[src/rtl/freq_div_ctrl_pkg.sv]
// -----------------------------------------------------------------------------
// freq_div_pkg
// Shared types and constants for the programmable frequency divider controller.
//   state_t     : controller state (IDLE, RUN, DRAIN)
//   MIN_DIV     : smallest legal divide ratio; smaller requests are raised to it
//   DEFAULT_DIV : ratio in force after reset (20 -> 500 kHz from clk_10M)
// Optional feature macro used by the controller: FREQ_DIV_CTRL_CNT_EN
// -----------------------------------------------------------------------------
package freq_div_pkg;

    typedef enum logic [1:0] {
        IDLE  = 2'd0,
        RUN   = 2'd1,
        DRAIN = 2'd2
    } state_t;

    localparam int MIN_DIV     = 2;
    localparam int DEFAULT_DIV = 20;

endpackage

[src/rtl/freq_div_ctrl_if.sv]
// -----------------------------------------------------------------------------
// freq_div_ctrl_if
// Control/status bundle between a user and freq_div_ctrl.
//   run        : level request to generate output           (master -> slave)
//   cfg_valid  : new ratio offered on cfg_div               (master -> slave)
//   cfg_div    : requested divide ratio                     (master -> slave)
//   cfg_ready  : ratio accepted when cfg_valid && cfg_ready (slave -> master)
//   clk_out    : divided clock                              (slave -> master)
//   tick       : one-cycle pulse on first cycle of a period (slave -> master)
//   busy       : generator active (RUN or DRAIN)            (slave -> master)
//   div_cur    : ratio currently in force                   (slave -> master)
//   period_cnt : 16-bit tick counter, only with FREQ_DIV_CTRL_CNT_EN defined
// -----------------------------------------------------------------------------
interface freq_div_ctrl_if #(
    parameter int CNT_W = 8
);
    logic             run;
    logic             cfg_valid;
    logic [CNT_W-1:0] cfg_div;
    logic             cfg_ready;
    logic             clk_out;
    logic             tick;
    logic             busy;
    logic [CNT_W-1:0] div_cur;
`ifdef FREQ_DIV_CTRL_CNT_EN
    logic [15:0]      period_cnt;

    modport master (
        output run, cfg_valid, cfg_div,
        input  cfg_ready, clk_out, tick, busy, div_cur, period_cnt
    );
    modport slave (
        input  run, cfg_valid, cfg_div,
        output cfg_ready, clk_out, tick, busy, div_cur, period_cnt
    );
`else
    modport master (
        output run, cfg_valid, cfg_div,
        input  cfg_ready, clk_out, tick, busy, div_cur
    );
    modport slave (
        input  run, cfg_valid, cfg_div,
        output cfg_ready, clk_out, tick, busy, div_cur
    );
`endif
endinterface

[src/rtl/freq_div_ctrl_core.sv]
// -----------------------------------------------------------------------------
// freq_div_core
// Period counter with wrap detect and registered clk_out / tick generation.
//   clk_10M : system clock (rising edge)
//   reset   : synchronous, active-high
//   en      : generator active in the coming cycle
//   div     : ratio for the coming cycle (sampled when a new period starts)
//   wrap    : current cycle is the last of its period (cnt == N-1)
//   clk_out : high for the first N - floor(N/2) cycles of each period
//   tick    : high on the first cycle of each period
// -----------------------------------------------------------------------------
module freq_div_core #(
    parameter int CNT_W = 8
) (
    input  logic             clk_10M,
    input  logic             reset,
    input  logic             en,
    input  logic [CNT_W-1:0] div,
    output logic             wrap,
    output logic             clk_out,
    output logic             tick
);
    logic             active;
    logic [CNT_W-1:0] cnt;
    logic [CNT_W-1:0] div_q;
    logic [CNT_W-1:0] cnt_nxt;
    logic [CNT_W-1:0] div_eff;

    // div_q holds the ratio of the running period; it only changes when a
    // new period starts, so a ratio update can never cut a period short.
    assign wrap    = active && (cnt == div_q - CNT_W'(1));
    assign cnt_nxt = (!active || wrap) ? '0 : cnt + CNT_W'(1);
    // The first cycle of a new period must already use the new ratio.
    assign div_eff = (cnt_nxt == '0) ? div : div_q;

    always_ff @(posedge clk_10M) begin
        if (reset || !en) begin
            active  <= 1'b0;
            cnt     <= '0;
            clk_out <= 1'b0;
            tick    <= 1'b0;
        end else begin
            active  <= 1'b1;
            cnt     <= cnt_nxt;
            tick    <= (cnt_nxt == '0);
            // Ceil(N/2) high cycles: odd ratios get the extra high cycle.
            clk_out <= (cnt_nxt < (div_eff - (div_eff >> 1)));
        end
    end

    always_ff @(posedge clk_10M) begin
        if (en && (cnt_nxt == '0)) begin
            div_q <= div;
        end
    end

endmodule

[src/rtl/freq_div_ctrl.sv]
// -----------------------------------------------------------------------------
// freq_div_ctrl
// Run-time controller for the programmable frequency divider. Starts/stops
// the divided clock on period boundaries and accepts new ratios through a
// valid/ready handshake; new ratios take effect only at a period wrap.
//   clk_10M : system clock (rising edge)
//   reset   : synchronous, active-high
//   bus     : freq_div_ctrl_if slave modport (run, cfg_*, clk_out, tick,
//             busy, div_cur, and period_cnt when enabled)
// Optional feature: define FREQ_DIV_CTRL_CNT_EN to add the 16-bit period_cnt
// output counting ticks (wraps at 16'hFFFF, holds in IDLE).
// -----------------------------------------------------------------------------
module freq_div_ctrl
    import freq_div_pkg::*;
#(
    parameter int CNT_W   = 8,
    parameter int DEF_DIV = DEFAULT_DIV
) (
    input  logic            clk_10M,
    input  logic            reset,
    freq_div_ctrl_if.slave  bus
);
    function automatic logic [CNT_W-1:0] clamp_div(input logic [CNT_W-1:0] d);
        if (d < CNT_W'(MIN_DIV)) begin
            return CNT_W'(MIN_DIV);
        end
        return d;
    endfunction

    state_t           state;
    state_t           state_nxt;
    logic [CNT_W-1:0] div_cur;
    logic [CNT_W-1:0] div_nxt;
    logic [CNT_W-1:0] pend_div;
    logic [CNT_W-1:0] cfg_clamped;
    logic             pend_vld;
    logic             pend_vld_nxt;
    logic             ready_q;
    logic             busy_q;
    logic             accept;
    logic             load_pend;
    logic             wrap;
    logic             core_clk_out;
    logic             core_tick;

    assign accept      = bus.cfg_valid && ready_q;
    assign cfg_clamped = clamp_div(bus.cfg_div);

    always_comb begin
        state_nxt    = state;
        div_nxt      = div_cur;
        pend_vld_nxt = pend_vld;
        load_pend    = 1'b0;
        case (state)
            IDLE: begin
                if (accept) begin
                    div_nxt = cfg_clamped;
                end
                if (bus.run) begin
                    state_nxt = RUN;
                end
            end
            RUN, DRAIN: begin
                if (wrap) begin
                    state_nxt = bus.run ? RUN : IDLE;
                    // A ratio accepted on the wrap cycle bypasses the pending
                    // register; ready is only high when nothing is pending.
                    if (accept) begin
                        div_nxt = cfg_clamped;
                    end else if (pend_vld) begin
                        div_nxt = pend_div;
                    end
                    pend_vld_nxt = 1'b0;
                end else begin
                    state_nxt = bus.run ? RUN : DRAIN;
                    if (accept) begin
                        pend_vld_nxt = 1'b1;
                        load_pend    = 1'b1;
                    end
                end
            end
            default: state_nxt = IDLE;
        endcase
    end

    always_ff @(posedge clk_10M) begin
        if (reset) begin
            state    <= IDLE;
            div_cur  <= CNT_W'(DEF_DIV);
            pend_vld <= 1'b0;
            ready_q  <= 1'b1;
            busy_q   <= 1'b0;
        end else begin
            state    <= state_nxt;
            div_cur  <= div_nxt;
            pend_vld <= pend_vld_nxt;
            ready_q  <= !pend_vld_nxt;
            busy_q   <= (state_nxt != IDLE);
        end
    end

    always_ff @(posedge clk_10M) begin
        if (load_pend) begin
            pend_div <= cfg_clamped;
        end
    end

    freq_div_core #(
        .CNT_W (CNT_W)
    ) u_core (
        .clk_10M (clk_10M),
        .reset   (reset),
        .en      (state_nxt != IDLE),
        .div     (div_nxt),
        .wrap    (wrap),
        .clk_out (core_clk_out),
        .tick    (core_tick)
    );

    assign bus.cfg_ready = ready_q;
    assign bus.busy      = busy_q;
    assign bus.div_cur   = div_cur;
    assign bus.clk_out   = core_clk_out;
    assign bus.tick      = core_tick;

`ifdef FREQ_DIV_CTRL_CNT_EN
    logic [15:0] period_cnt;

    // Counts every tick; natural 16-bit wrap, and no ticks occur in IDLE.
    always_ff @(posedge clk_10M) begin
        if (reset) begin
            period_cnt <= '0;
        end else if (core_tick) begin
            period_cnt <= period_cnt + 16'd1;
        end
    end

    assign bus.period_cnt = period_cnt;
`endif

endmodule
[src/flat_wrapper.sv]
// flat-port wrapper written by rule: the top's interface ports become plain ports
module freq_div_ctrl_flat import freq_div_pkg::*;
#(
    parameter int CNT_W   = 8,
    parameter int DEF_DIV = DEFAULT_DIV
)
  (clk_10M, reset, bus_run, bus_cfg_valid, bus_cfg_div, bus_cfg_ready, bus_clk_out, bus_tick, bus_busy, bus_div_cur);
  freq_div_ctrl_if #(.CNT_W(CNT_W)) bus_i ();
  input  logic clk_10M;
  input  logic reset;
  input wire logic [$bits(bus_i.run)-1:0] bus_run;
  input wire logic [$bits(bus_i.cfg_valid)-1:0] bus_cfg_valid;
  input wire logic [$bits(bus_i.cfg_div)-1:0] bus_cfg_div;
  output wire logic [$bits(bus_i.cfg_ready)-1:0] bus_cfg_ready;
  output wire logic [$bits(bus_i.clk_out)-1:0] bus_clk_out;
  output wire logic [$bits(bus_i.tick)-1:0] bus_tick;
  output wire logic [$bits(bus_i.busy)-1:0] bus_busy;
  output wire logic [$bits(bus_i.div_cur)-1:0] bus_div_cur;
  assign bus_i.run = bus_run;
  assign bus_i.cfg_valid = bus_cfg_valid;
  assign bus_i.cfg_div = bus_cfg_div;
  assign bus_cfg_ready = bus_i.cfg_ready;
  assign bus_clk_out = bus_i.clk_out;
  assign bus_tick = bus_i.tick;
  assign bus_busy = bus_i.busy;
  assign bus_div_cur = bus_i.div_cur;
  freq_div_ctrl #(.CNT_W(CNT_W), .DEF_DIV(DEF_DIV)) u_core (.clk_10M(clk_10M), .reset(reset), .bus(bus_i));
endmodule
[config.mk]
export PLATFORM = sky130hd
export DESIGN_NAME = freq_div_ctrl_flat
export DESIGN_NICKNAME = d
export VERILOG_FILES = /design/src/rtl/freq_div_ctrl_pkg.sv /design/src/rtl/freq_div_ctrl_if.sv /design/src/rtl/freq_div_ctrl_core.sv /design/src/rtl/freq_div_ctrl.sv /design/src/flat_wrapper.sv
export SDC_FILE = /design/constraint.sdc
export NUM_CORES = 1
export LEC_CHECK = 0
export BUFFER_PORTS_ARGS = -buffer_cell sky130_fd_sc_hd__buf_2
export CAP_MARGIN = 20
export CORE_MARGIN = 8
export CORE_UTILIZATION = 47
export DETAILED_ROUTE_END_ITERATION = 12
export GPL_ROUTABILITY_DRIVEN = 0
export PLACE_DENSITY = 0.68
export SETUP_SLACK_MARGIN = 0.2
export SYNTH_ARGS = -nofsm -noshare
export SYNTH_HDL_FRONTEND = slang
export SYNTH_SLANG_ARGS = --single-unit
[constraint.sdc]
create_clock -name clk_10M -period 4.9 [get_ports clk_10M]
set_input_delay 0.735 -clock clk_10M [delete_from_list [all_inputs] [get_ports clk_10M]]
set_output_delay 0.735 -clock clk_10M [all_outputs]
set_load 0.01 [all_outputs]
==> impl_metrics.toml <==
[drt]
remaining_drc_errors = 0
drt.antenna.violating_nets = 0
detailedRoute.firstPassIterationCount = 4
route.final.wire_length_mm = 6.05
route.vias.total = 2104
post_drt_wl_per_cell_um = 15.7
detailed_route_iter0_violations = 132
avgViaCountPerCell = 5.46

[global_route]
grt_pass1_wl_mm = 10.2
grtUsageTotal_pct = 14.9
grt_pass1_vias = 2160
grt_antenna_before_repair = 0
grt_max_degree = 14
grt_overflow = 0

[flow_run]
cap_violations = 0

[finish]
final_layout_size_suffix_gt1_share_pct = 25.9
most-common-layout-cells = "27 x nor2_1, 24 x dfxtp_1, 23 x buf_2"
final_cells = 385
syn2layout_area_growth_pct = 18.6
mostFrequentLayoutCell = "nor2_1"
antenna-diode-count = 0
design.final.nets = 343
post_layout_utilization_of_the_core_pct = 57.2

[die]
placementRows = 27
floorplan.die_area_um2 = 8270
design.portCount = 24
horizontal_die_dimension_um = 90.9
vertical_die_dimension_um = 90.9
floorplan.initialDensity_pct = 48.2
coreArea_um2 = 5470

[critical_path]
worst_path_max_delay_cell = "or4_4"
critPathRequiredTime_ns = 5.11
worstSetupEndpointType = "flip-flop"
max_stage_delay_ns = 0.59
cp_common_cell = "a21o_1"
worst-endpoint-arrival_ns = 4.89
r2r_cells = 19
worstPathMaxFanout = 6
critical_path.reg2reg.endpoint = "u_core.u_core.clk_out"
ordered_cell_list_for_the_critical_path = "or4_4 > o41ai_2 > a31o_2 > a41oi_4 > a32o_1 > a221o_1 > mux2i_2 > ha_1 > a21o_1 > a21o_1 > a21o_1 > a21oi_2 > o21bai_1 > a21oi_1 > xor2_1 > ha_1 > nand4_1 > o21ai_1 > a211oi_1"
timing_worst_setup_path_type = "flip-flop to flip-flop"
crit-reg2reg-launch = "u_core.u_core.div_q[2]"
worst_setup_path_endpoint = "u_core.u_core.clk_out"
worstSetupStartpointType = "flip-flop"
regToRegSetupSlack_ns = 0.22
startpoint = "u_core.u_core.div_q[2]"

[placed_design]
count_of_input_and_output_buffers = 23
dpl.cell_count = 366
dpl.hpwl_mm = 4.63

[logic_synthesis]
post_synth_net_total = 304
ys_warn_count = 0
synth_area_per_cell_um2 = 9.67
synth-edff-count = 16
async_flop_share_pct = 0
syn_inst = 273
yosys_most_used_dff = "dfxtp_1"
seq_area_frac_synth_pct = 36.4
synth.lib_cells_used.distinct = 56
ys_seq_elements = 40
post_synth_instance_area_um2 = 2640

[sta]
slew_violations = 0
timing.max_slew.rel_slack_pct = 51.5
period_share_pct = 95.5
finalHoldWorstSlack_ns = 0.540
max_clock_freq_ghz = 0.214
hold_violations = 0
post-route-min-period_ns = 4.68
fin_skew_ns = 0.00853
setup_viol_count_final = 0
grt_setup_unrepaired = "yes"
transition_at_the_pin_with_the_smallest_max_transition_slack_ns = 0.725

[clock_tree]
tritoncts = "built"
htree_depth = 2
cts-root-buf = "clkbuf_8"
ctsHoldBuffers = 0
tritoncts.num_buffers = 5
worstSkewPairLatency_ns = 0.30
cts.path.max_buffers = 2
clkSlewWorstSetupHoldPaths_ns = 0.08
cts.sink_count = 40

[power_and_ir_drop]
leakage_uw = 0.00131
peakVddDrop_v = 0.000256
power_density_nw_per_um2 = 446

[run_status]
status = "completed"

[worst_hold_path]
min_path_type = "flip-flop to flip-flop"
==> worst min-delay path by stage <==
stage / from / end / slack (ns) / depth (start not counted)
2_1_floorplan: u_core.u_core.cnt[0] / u_core.u_core.cnt[0] / 0.47 / 1
3_3_place_gp: u_core.u_core.cnt[0] / u_core.u_core.cnt[0] / 0.51 / 1
3_5_place_dp: u_core.state[1] / u_core.state[1] / 0.54 / 2
4_1_cts: u_core.state[1] / u_core.state[1] / 0.55 / 2
5_1_grt: u_core.state[1] / u_core.state[1] / 0.60 / 2
6_report: u_core.state[1] / u_core.state[1] / 0.54 / 2
==> cell usage after synthesis (3+ instances only) <==
cell / number / area [um^2]
nor2_1: 27 / 101
dfxtp_1: 24 / 480
ha_1: 18 / 225
edfxtp_1: 16 / 480
inv_1: 16 / 60.1
xnor2_1: 14 / 123
nand2_1: 13 / 48.8
clkbuf_1: 10 / 37.5
xor2_1: 10 / 87.6
a21oi_1: 9 / 45.0
o21ai_0: 8 / 40.0
mux2_2: 7 / 78.8
nor2b_1: 7 / 43.8
a21o_1: 6 / 45.0
mux2i_1: 6 / 60.1
nor3_1: 6 / 30.0
a221o_1: 5 / 50.1
a32o_1: 5 / 50.1
and2_1: 4 / 25.0
and3_1: 4 / 25.0
nand3_1: 4 / 20.0
o21a_1: 4 / 30.0
a22o_1: 3 / 26.3
nand4_1: 3 / 18.8
==> state kept, by name, indices dropped and copies added, names as in the netlist, 2 cells and up <==
register and flops:
u_core.pend_div 8, u_core.state 2, u_core.bus.div_cur 8, u_core.u_core.div_q 8, u_core.u_core.cnt 8
==> kinds of logic after synthesis <==
logic type	count (synthesis)	synth area share, %
muxes	13	5.26
and+or+nand+nor	82	16.2
AOI/OAI and AO/OA	64	20.1
adders and majority gates	19	9.29
xor gates and xnor gates	24	7.96
buffers and inverters	31	4.74
DFF	40	36.4
==> area by class of cell <==
| cell class | instances | area [um^2] |
|---|---|---|
| inverters | 18 | 67.6 |
| fillers | 509 | 2340 |
| well taps | 72 | 90.1 |
| repair buffers | 45 | 284 |
| flip-flops and latches | 40 | 961 |
| multi-input cells | 202 | 1620 |
| clock buffers | 5 | 68.8 |
| clock inverters | 3 | 42.5 |
==> critical path: cells and delay by family, from the launching register on <==
kind	cells	cell delay [ns]
compound gates	13	2.52
xor+xnor	1	0.17
fa+ha+maj	2	0.52
flops	1	0.48
mux	1	0.21
simple gates	2	0.68
==> power breakdown <==
part	switching [uW]	leakage (uW)	internal (uW)
registers	41.3	0.000350	399
logic	350	0.000901	336
clock network	119	0.0000558	151
==> timing repair <==
action,in CTS,in global routing
gates resized for setup,9,3
setup endpoints to repair,1,1
pin swaps,12,3
buffers inserted,9,2
==> per-layer routing <==
| metal | GRT usage [%] | part of all wire [%] | up-vias |
|---|---|---|---|
| met4 | 5.05 | 1.5 | 0 |
| met5 | 0 | 0 | - |
| met3 | 3.05 | 3.2 | 8 |
| met1 | 19.3 | 49 | 994 |
| li1 | - | - | 1072 |
| met2 | 24.1 | 46 | 30 |
==> stage by stage <==
step | setup TNS, ns | area (um^2) | worst slack, ns | total power [uW]
after CTS | 0 | 3100 | 0.218 | 1390
after floorplan | 0 | 2650 | 0.203 | 905
after global routing | -0.0378 | 3130 | -0.0378 | 1500
after global placement | 0 | 2880 | 0.0441 | 1040
final | 0 | 3130 | 0.223 | 1400
after detailed placement | -0.0429 | 2880 | -0.0429 | 1050
(Power assumes the default switching activity.)
